### src/rtl/smallalu_pkg.sv
// rtl/smallalu_pkg.sv - shared types and constants for the ALU writeback block
// Contents:
//   reg_t      : one register-file entry (16 bits)
//   reg_idx_t  : register index (2 bits)
//   wb_state_t : writeback FSM states (IDLE, WR_HI)
//   NUM_REGS   : register count
package smallalu_pkg;

    localparam int NUM_REGS = 4;

    typedef logic [15:0] reg_t;
    typedef logic [1:0]  reg_idx_t;

    typedef enum logic {
        IDLE  = 1'b0,
        WR_HI = 1'b1
    } wb_state_t;

endpackage

### src/rtl/small_alu_writeback.sv
// rtl/small_alu_writeback.sv - ALU result writeback into a 4-entry register file
// Accepts narrow (16-bit), byte (8-bit) and wide (32-bit) ALU results and
// writes them into the register file. A wide result writes its low half on
// the accept edge and its high half into the next register (index wraps) on
// the following edge, during which no new result is accepted.
//
// Configuration macro:
//   SMALL_ALU_WB_SIGN_EXT_EN : defined -> byte results sign-extended from bit 7
//                              undefined -> byte results zero-extended
// Ports:
//   clk       in   clock, rising edge
//   rst_n     in   asynchronous active-low reset
//   in_valid  in   producer offers a result
//   in_ready  out  block can accept a result (IDLE state)
//   in_dest   in   destination register index
//   in_lo     in   low half of the result, or the whole result
//   in_hi     in   high half, used only for wide results
//   in_wide   in   32-bit result spanning two registers
//   in_byte   in   only in_lo[7:0] is meaningful
//   R         out  register file contents
//   busy      out  high-half write pending (WR_HI state)
//   wb_count  out  count of completed register writes, wraps at 256
module small_alu_writeback #(
    parameter int NUM_REGS = 4,
    parameter int REG_W    = 16
) (
    input  logic                           clk,
    input  logic                           rst_n,
    input  logic                           in_valid,
    output logic                           in_ready,
    input  logic [1:0]                     in_dest,
    input  logic [REG_W-1:0]               in_lo,
    input  logic [REG_W-1:0]               in_hi,
    input  logic                           in_wide,
    input  logic                           in_byte,
    output logic [NUM_REGS-1:0][REG_W-1:0] R,
    output logic                           busy,
    output logic [7:0]                     wb_count
);

    import smallalu_pkg::reg_idx_t;
    import smallalu_pkg::wb_state_t;
    import smallalu_pkg::IDLE;
    import smallalu_pkg::WR_HI;

    wb_state_t         state_q;
    wb_state_t         state_d;
    logic [REG_W-1:0]  hi_q;
    reg_idx_t          hi_idx_q;
    logic [REG_W-1:0]  lo_val;
    logic              accept;

    assign accept = in_valid && in_ready;

    // Value written on the accept edge. Wide results take priority over the
    // byte flag, so extension applies only to narrow byte results.
    always_comb begin
        lo_val = in_lo;
        if (!in_wide && in_byte) begin
`ifdef SMALL_ALU_WB_SIGN_EXT_EN
            lo_val = {{(REG_W-8){in_lo[7]}}, in_lo[7:0]};
`else
            lo_val = {{(REG_W-8){1'b0}}, in_lo[7:0]};
`endif
        end
    end

    always_comb begin
        state_d  = state_q;
        in_ready = 1'b0;
        busy     = 1'b0;
        case (state_q)
            IDLE: begin
                in_ready = 1'b1;
                if (in_valid && in_wide) begin
                    state_d = WR_HI;
                end
            end
            WR_HI: begin
                busy    = 1'b1;
                state_d = IDLE;
            end
            default: begin
                state_d = IDLE;
            end
        endcase
    end

    // At most one register write happens per edge: either the accepted
    // result (IDLE) or the latched high half (WR_HI), so wb_count steps by
    // at most one per cycle.
    always_ff @(posedge clk or negedge rst_n) begin
        if (!rst_n) begin
            state_q  <= IDLE;
            R        <= '0;
            hi_q     <= '0;
            hi_idx_q <= '0;
            wb_count <= '0;
        end else begin
            state_q <= state_d;
            if (accept) begin
                R[in_dest] <= lo_val;
                wb_count   <= wb_count + 8'd1;
                if (in_wide) begin
                    hi_q     <= in_hi;
                    // 2-bit add wraps index 3 to 0
                    hi_idx_q <= in_dest + 2'd1;
                end
            end else if (state_q == WR_HI) begin
                R[hi_idx_q] <= hi_q;
                wb_count    <= wb_count + 8'd1;
            end
        end
    end

endmodule

### config.mk
export PLATFORM = sky130hd
export DESIGN_NAME = small_alu_writeback
export DESIGN_NICKNAME = d
export VERILOG_FILES = /design/src/rtl/smallalu_pkg.sv /design/src/rtl/small_alu_writeback.sv
export SDC_FILE = /design/constraint.sdc
export NUM_CORES = 1
export LEC_CHECK = 0
export BUFFER_PORTS_ARGS = -buffer_cell sky130_fd_sc_hd__buf_2
export CAP_MARGIN = 20
export CORE_ASPECT_RATIO = 0.5
export CORE_MARGIN = 8
export CORE_UTILIZATION = 32
export CTS_CLUSTER_SIZE = 40
export DETAILED_ROUTE_END_ITERATION = 16
export SYNTH_ARGS = -nofsm -noshare
export SYNTH_HDL_FRONTEND = slang
export SYNTH_SLANG_ARGS = --single-unit
### constraint.sdc
create_clock -name clk -period 2.75 [get_ports clk]
set_input_delay 0.1375 -clock clk [delete_from_list [all_inputs] [get_ports clk]]
set_output_delay 0.1375 -clock clk [all_outputs]
set_load 0.1 [all_outputs]
# Word-level counts from Yosys, hierarchy flattened
# Cells that the tools add are included.
# classes
reduce_logical	8
n_mux	15
magnitude_cmp	4
n_addsub	2
bitwise	1
# op_table
operator	count
bitwise mux 64 bit	2
two-way mux 64 bit	2
demux 16 bit (select 2 bit)	2
two-way mux 16 bit	3
two-way mux 8 bit	2
adder 8 x 1 -> 8 bit, second input constant	1
less-than comparator 2 x 3 -> 1 bit, second input constant	2
logical AND 1 bit	5
greater-or-equal comparator 2 x 1 -> 1 bit, second input constant	2
two-way mux 1 bit	3
adder 2 x 1 -> 2 bit, second input constant	1
case mux 1 bit (2 select lines)	1
AND reduction 2 bit	1
nonzero test 2 bit	1
logical NOT 1 bit	1
NOT 1 bit	1
# totals
in_bits	39
regBits	91
output_inout_bits	74
wordCells	38

# Logic depth before layout (Yosys ltp)
# Gate-level depths: netlist (run 1).
# depth
ltp_word	7
ltp_mapped	8

# Least setup slack after synthesis (run 1)
# Ideal clock, no wire load.
# synth_timing
path_type	reg2reg
startpoint	register state_q
endpoint	register R[13] (netlist bit)
t_arrival_ns	1.975
stages_incl_launch_ff	5
n_path_buf	1
period_less_slack_ns	2.102
setup_ns	0.127
path_slack_ns	0.648
cell_sequence	dfrtp_1 > nor3b_4 > nor2_2 > buf_2 > a221o_1
# synth_between
elab_chain_len	3
elab_cells_between_ends	4
classes_between	2 x mux; 2 x reduce/logical
# synth_rtl
item	line	rtl
start, declared	small_alu_writeback.sv:46	wb_state_t state_q;
start signal, assigned	small_alu_writeback.sv:100	state_q <= state_d;
two-way mux 1 bit	small_alu_writeback.sv:72	case (state_q)
logical AND 1 bit	small_alu_writeback.sv:53	assign accept = in_valid && in_ready;
two-way mux 64 bit or nonzero test 2 bit (tied branches)	--	
end signal, assigned by index	small_alu_writeback.sv:102	R[in_dest] <= lo_val;
end signal, assigned by index	small_alu_writeback.sv:110	R[hi_idx_q] <= hi_q;
end, declared	small_alu_writeback.sv:36	output logic [NUM_REGS-1:0][REG_W-1:0] R,
# Several ways; a longest one is shown, not always the timed one.
# A chain may end at the register's enable or synchronous reset.

# Final worst setup path (run 1)
# layout_timing
startpoint	register state_q
endpoint	register R[8] (netlist bit)
# The elaborated chain is that of the path after synthesis.

==> results.tsv, run 1 <==
stage	metric	value	unit
run_status	status	completed	
place	globalplace.congestion	0.770	
layout	diodes	0	
cts	root_buffer	clkbuf_16	
critical_path	start_kind	flip-flop	
critical_path	path_class	flip-flop to flip-flop	
die	die_h	98.8	µm
logic_synthesis	async_reset_ff_share	100	%
logic_synthesis	ys.flop_type	dfrtp_1	
cts	cts_resized	0	
detailed_routing	first_pass_iters	6	
logic_synthesis	ys_ff_latch	91	
logic_synthesis	synthMuxAreaShare	4.62	%
logic_synthesis	synth_compound_area_share	18.5	%
detailed_routing	drc	0	
layout	syn_to_final_growth	22.2	%
place	hpwl	9270	µm
detailed_routing	ant_nets	0	
layout	final_common_cell	buf_2	
logic_synthesis	ys_types	38	
global_route	grt_pass1_vias	3543	
power	ir_drop	409	µV
timing	holdWs	0.00886	ns
detailed_routing	drtIter0Drc	334	
detailed_routing	via_per_inst	5.24	
timing	fin_crit_sh	76.8	%
timing	tightest_slew	0.998	ns
logic_synthesis	synthesis.nets	443	
die	coreArea	0.0135	mm²
detailed_routing	vias	3534	
layout	nets	540	
logic_synthesis	syn_area	0.00438	mm²
power	p_leak	0.00253	µW
logic_synthesis	seq_area_frac_synth	51.9	%
timing	grt_setup_unrepaired	no	
timing	skew	0.00589	ns
timing	slew_headroom	33.5	%
logic_synthesis	synth_top_family_by_area	compound AO/OA/AOI/OAI gates	
global_route	antenna_found_initial	1	
cts	numCtsBuffers	9	
global_route	grt_max_degree	48	
layout	fillCellCount	1332	
critical_path	endpoint_kind	flip-flop	
critical_path	worstPathMaxFanout	19	
cts	ctsLongestPathBuffers	2	
power	powerDensity	1300	mW/mm²
global_route	track_usage	14.8	%
die	rows	30	
critical_path	critical_path.slowest_cell	nor2_2	
timing	post-route-min-period	2.11	ns
logic_synthesis	yosys_warnings	0	
flow_run	drv_cap	0	
cts	clock-sinks	91	
critical_path	cp.required	3.02	ns
cts	clk_pin_slew	0.07	ns
global_route	grt-ovfl-total	0	
timing	final-hold-violation-count	0	
timing	slew_viol_final	0	
die	start_util	32.5	%
timing	fmax	0.473	GHz
hold_path	hp-class	input port to flip-flop	
layout	drive_gt1_share	35.1	%
critical_path	cp_slowest_stage_delay	0.69	ns
global_route	grt_pass1_wl	20800	µm
logic_synthesis	postSynthCellCount	396	
cts	cts_tree	yes	
die	ios	113	
critical_path	arrival	2.39	ns
layout	most-common-layout-cells	111 x buf_2, 91 x dfrtp_1, 46 x nand3_1, 29 x inv_1, 24 x a22oi_1	
logic_synthesis	synthXorXnorAreaFrac	1.40	%
cts	insertion_delay	0.34	ns
detailed_routing	wl_per_cell	19.6	µm
place	port-buffer-count	112	
detailed_routing	routed_wl	13200	µm
timing	setup_violations	0	
logic_synthesis	synth_area_per_cell	11.1	µm²
cts	h-tree-depth	3	
timing	setup_tns	0	ns
logic_synthesis	synthSimpleGateAreaFrac	13.7	%
die	dieArea	0.0179	mm²
logic_synthesis	synth_edf_count	0	
die	dieWidth	182	µm
critical_path	path_cells	and3b_1, nor2_2, a221o_1	
logic_synthesis	synth_fa_ha_area_share	2.28	%
layout make-up:
cell class / instances / area [µm²] / area share (%)
flip-flops and latches: 91 / 2280 / 42.5
multi-input cells: 239 / 1780 / 33.2
repair buffers: 123 / 661 / 12.3
clock buffers: 11 / 253 / 4.72
well taps: 176 / 220 / 4.11
inverters: 29 / 109 / 2.03
clock inverters: 5 / 60.1 / 1.12
worst paths after layout:
kind                        startpoint           to  slack, ns  cells past startpoint
max                            state_q         R[8]       0.64                      3
min                           in_hi[2]      hi_q[2]      0.009                      2
max reg2reg                    state_q         R[8]       0.64                      3
min reg2reg                wb_count[7]  wb_count[7]       0.48                      1
max in group asynchronous        rst_n        R[35]       1.70                      3
min in group asynchronous        rst_n  wb_count[5]       0.37                      2
synthesized netlist by cell type, types with 9 or more instances:
master | instances | share of area [%]
and3_1 | 10 | 1.4
mux2_2 | 15 | 3.9
buf_2 | 13 | 1.5
clkbuf_1 | 12 | 1.0
nor3_1 | 23 | 2.6
a22oi_1 | 24 | 4.1
and3b_1 | 9 | 1.8
dfrtp_1 | 91 | 52
o21ai_1 | 21 | 2.4
a31oi_2 | 16 | 4.6
nand3_1 | 46 | 5.3
inv_1 | 29 | 2.5
report_power, final:
group | internal (µW) | switching (µW) | leakage [µW]
Clock | 758 | 535 | 0.000152
Sequential | 1720 | 321 | 0.00111
Combinational | 589 | 3030 | 0.00128
timing repair:
| action | 4_1_cts | 5_1_grt |
|---|---|---|
| hold buffers | 1 | 0 |
| setup buffers | 0 | 0 |
| endpoints found under the hold margin | 46 | 0 |
registers in the layout, indices dropped and copies added (netlist names):
| name | count |
|---|---|
| R | 64 |
| hi_idx_q | 2 |
| hi_q | 16 |
| state_q | 1 |
| wb_count | 8 |
worst max-delay path, delay by kind of cell (launching register included):
kind             cells  cell delay [ns]
AND/OR/NAND/NOR      2             1.15
flip-flops           1             0.63
AO/OA/AOI/OAI        1             0.26
stage by stage:
stage          cell area [µm²]  instances  power, µW  util (%)  setup slack [ns]
2_1_floorplan             4380        396       5030         -             0.648
5_1_grt                   5360        674       7230      39.8             0.483
3_3_place_gp              5030        657       5680      37.4             0.765
6_report                  5360        674       6950      39.8             0.637
3_5_place_dp              5030        657       5700      37.4             0.651
4_1_cts                   5360        674       7010      39.8             0.617
layer usage:
metal / vias up / wire, µm / GRT usage (%)
li1: 1626 / - / -
met3: 19 / 948 / 4.07
met5: - / 11 / 0
met1: 1759 / 5800 / 19.1
met2: 128 / 6230 / 23.9
met4: 2 / 233 / 4.70
cell families after synthesis:
group | count (synthesis)
AO/OA/AOI/OAI | 101
multiplexers | 18
buffers and inverters | 66
flip-flops | 91
adder cells (fa/ha/maj) | 8
XOR/XNOR | 7
AND/OR/NAND/NOR | 105
(Power assumes the default switching activity.)
==> run 2, diff against run 1 <==
- clock period: 2.75 -> 2.1 ns (I/O delays scaled with it)
==> run 2 against run 1 <==
Net effect:
- register-to-register slack got worse by 0.53 ns
- fmax rose by 5.9%
- hold slack improved by 0.00081 ns
- sequential cell count did not move
- utilization rose by 0.95 points
- clock-buffer cell count rose by 1
- sequential share of layout area fell by 0.97 points
- worst setup slack got worse by 0.53 ns
- cell area rose by 2.4%
- wire length fell by 0.84%
- largest cell class unchanged
- largest power group unchanged
- highest routed layer is now met4
==> results.tsv, run 2 (synthesis results as in run 1) <==
stage	metric	value	unit	change
critical_path	path_class	flip-flop to flip-flop		
timing	fmax	0.501	GHz	+5.9%
layout	reg_top3	R x64, hi_q x16, wb_count x8		
power	clkPwrFrac	18.8	%	+0.2 points
layout	diodes	0		unchanged
cts	clk_pin_slew	0.07	ns	about the same
detailed_routing	ant_nets	0		unchanged
global_route	grt_pass1_vias	3595		+1.5%
power	ir_drop	690	µV	+69%
critical_path	r2r-start	hi_idx_q[0]		
critical_path	cp.required	2.32	ns	-0.70 ns
hold_path	hp-class	input port to flip-flop		
timing	setup_tns	0	ns	unchanged
layout	nets	553		+2.4%
place	hpwl	9380	µm	+1.2%
timing	grt_setup_unrepaired	no		
global_route	grt_max_degree	44		-8.3%
layout	largest_reg_flops	64		unchanged
cts	clock-sinks	91		unchanged
run_status	status	completed		
critical_path	worstPathMaxFanout	17		-2
flow_run	drv_cap	0		unchanged
detailed_routing	via_per_inst	5.12		-2.3%
critical_path	r2r_slack	0.10	ns	-0.53 ns
power	p_leak	0.00259	µW	+2.3%
timing	slew_viol_final	0		unchanged
global_route	grt-ovfl-total	0		unchanged
layout	finalInstanceArea	0.00549	mm²	+2.4%
die	ios	113		unchanged
cts	ctsLongestPathBuffers	2		unchanged
detailed_routing	drtIter0Drc	187		-44%
power	internal_power	4070	µW	+33%
timing	post-route-min-period	2.00	ns	-0.117 ns
timing	setup_violations	0		unchanged
layout	multi_input_area	0.00178	mm²	unchanged
cts	h-tree-depth	3		unchanged
timing	fin_crit_sh	95.0	%	+18 points
layout	drive_gt1_share	35.4	%	+0.28 points
detailed_routing	routed_wl	13100	µm	-0.84%
die	coreArea	0.0135	mm²	unchanged
timing	worst_slack	0.104	ns	-0.533 ns
layout	final_common_cell	buf_2		
power	netSwitchingPower	5080	µW	+31%
place	port-buffer-count	112		unchanged
critical_path	arrival	2.22	ns	-0.17 ns
power	swShare	55.5	%	-0.36 points
layout	seqCellArea	0.00228	mm²	about the same
place	dpl_cell_area	0.00507	mm²	+0.77%
cts	postCtsSetupBuffers	0		unchanged
detailed_routing	drc	0		unchanged
timing	slew_headroom	40.3	%	+6.8 points
die	dieWidth	182	µm	unchanged
cts	cts_resized	0		unchanged
die	die_h	98.8	µm	unchanged
detailed_routing	first_pass_iters	4		-2
die	rows	30		unchanged
critical_path	start_kind	flip-flop		
power	powerDensity	1670	mW/mm²	+29%
timing	holdWs	0.00967	ns	+0.000810 ns
cts	root_buffer	clkbuf_16		
global_route	antenna_found_initial	0		-1
cts	numCtsBuffers	9		unchanged
layout	syn_to_final_growth	25.1	%	
global_route	grt_pass1_wl	20700	µm	-0.60%
timing	skew	0.00825	ns	+0.00236 ns
layout	top_register	R		
detailed_routing	wl_per_cell	19.1	µm	-2.7%
die	dieArea	0.0179	mm²	unchanged
layout	fillCellCount	1318		-1.1%
hold_path	min-delay-start	in_hi[1]		
critical_path	endpoint_kind	flip-flop		
layout	fin_cells	687		+1.9%
global_route	track_usage	14.6	%	-0.22 points
critical_path	cp-startpoint	hi_idx_q[0]		
timing	final-hold-violation-count	0		unchanged
place	dp_cells	662		+0.76%
cts	cts_tree	yes		
layout	most-common-layout-cells	111 x buf_2, 90 x dfrtp_1, 46 x nand3_1, 29 x inv_1, 24 x a22oi_1		
place	pre_cts_ws	0.0903	ns	-0.560 ns
place	globalplace.congestion	0.793		+3.0%
timing	tightest_slew	0.896	ns	-0.102 ns
die	start_util	32.5	%	unchanged
detailed_routing	vias	3519		-0.42%
power	pwr-share-seq	29.2	%	-0.2 points
power	p_comb_share	52.0	%	about the same
cts	insertion_delay	0.34	ns	about the same
run 2: worst max-delay path, stage by stage, from the launching register on:
cell and delay, ns:
dfrtp_1 0.46, nor3b_4 0.69, nor2_2 0.20, buf_4 0.23, a221o_1 0.30
run 2: worst paths after layout:
check | end | depth (start not counted)
worst max register to register | R[15] | 4
worst min register to register | wb_count[7] | 1
worst max-delay path | R[15] | 4
worst min-delay path | hi_q[1] | 2
min in group asynchronous | wb_count[6] | 2
max in group asynchronous | R[54] | 3
run 2: what timing repair did:
action | CTS | global route
endpoints found under the hold margin | 49 | 0
endpoints found under the setup margin | 0 | 0
hold buffers | 9 | 0
run 2: area by class of cell:
| cell class | instances | area share, % |
|---|---|---|
| sequential | 91 | 41.5 |
| multi-input combinational | 239 | 32.4 |
| timing repair buffer | 136 | 14.2 |
| clock buffer | 12 | 4.86 |
| tap | 176 | 4.01 |
| inverter | 29 | 1.98 |
| clock inverter | 4 | 1.00 |
run 2: per-stage QoR:
stage | util, % | total power, µW
final | 40.7 | 9150
after global routing | 40.7 | 9470
after CTS | 40.7 | 9220
after detailed placement | 37.7 | 7480
after global placement | 37.7 | 7450
after floorplan | - | 6590
run 2: power by group through the flow:
| stage | logic (µW) | registers [µW] | clock network, µW |
|---|---|---|---|
| final | 4760 | 2670 | 1720 |
| after global routing | 4920 | 2730 | 1810 |
| after CTS | 4800 | 2670 | 1750 |
| after detailed placement | 4780 | 2700 | 0 |
| after global placement | 4770 | 2690 | 0 |
| after floorplan | 791 | 5800 | 0 |
run 2: per-layer routing:
layer / global-route usage [%] / up-vias / share of wire (%)
li1: - / 1651 / -
met3: 3.89 / 9 / 5.9
met1: 19.7 / 1770 / 47
met2: 22.9 / 89 / 46
met5: 0 / - / 0
met4: 3.57 / 0 / 0.86
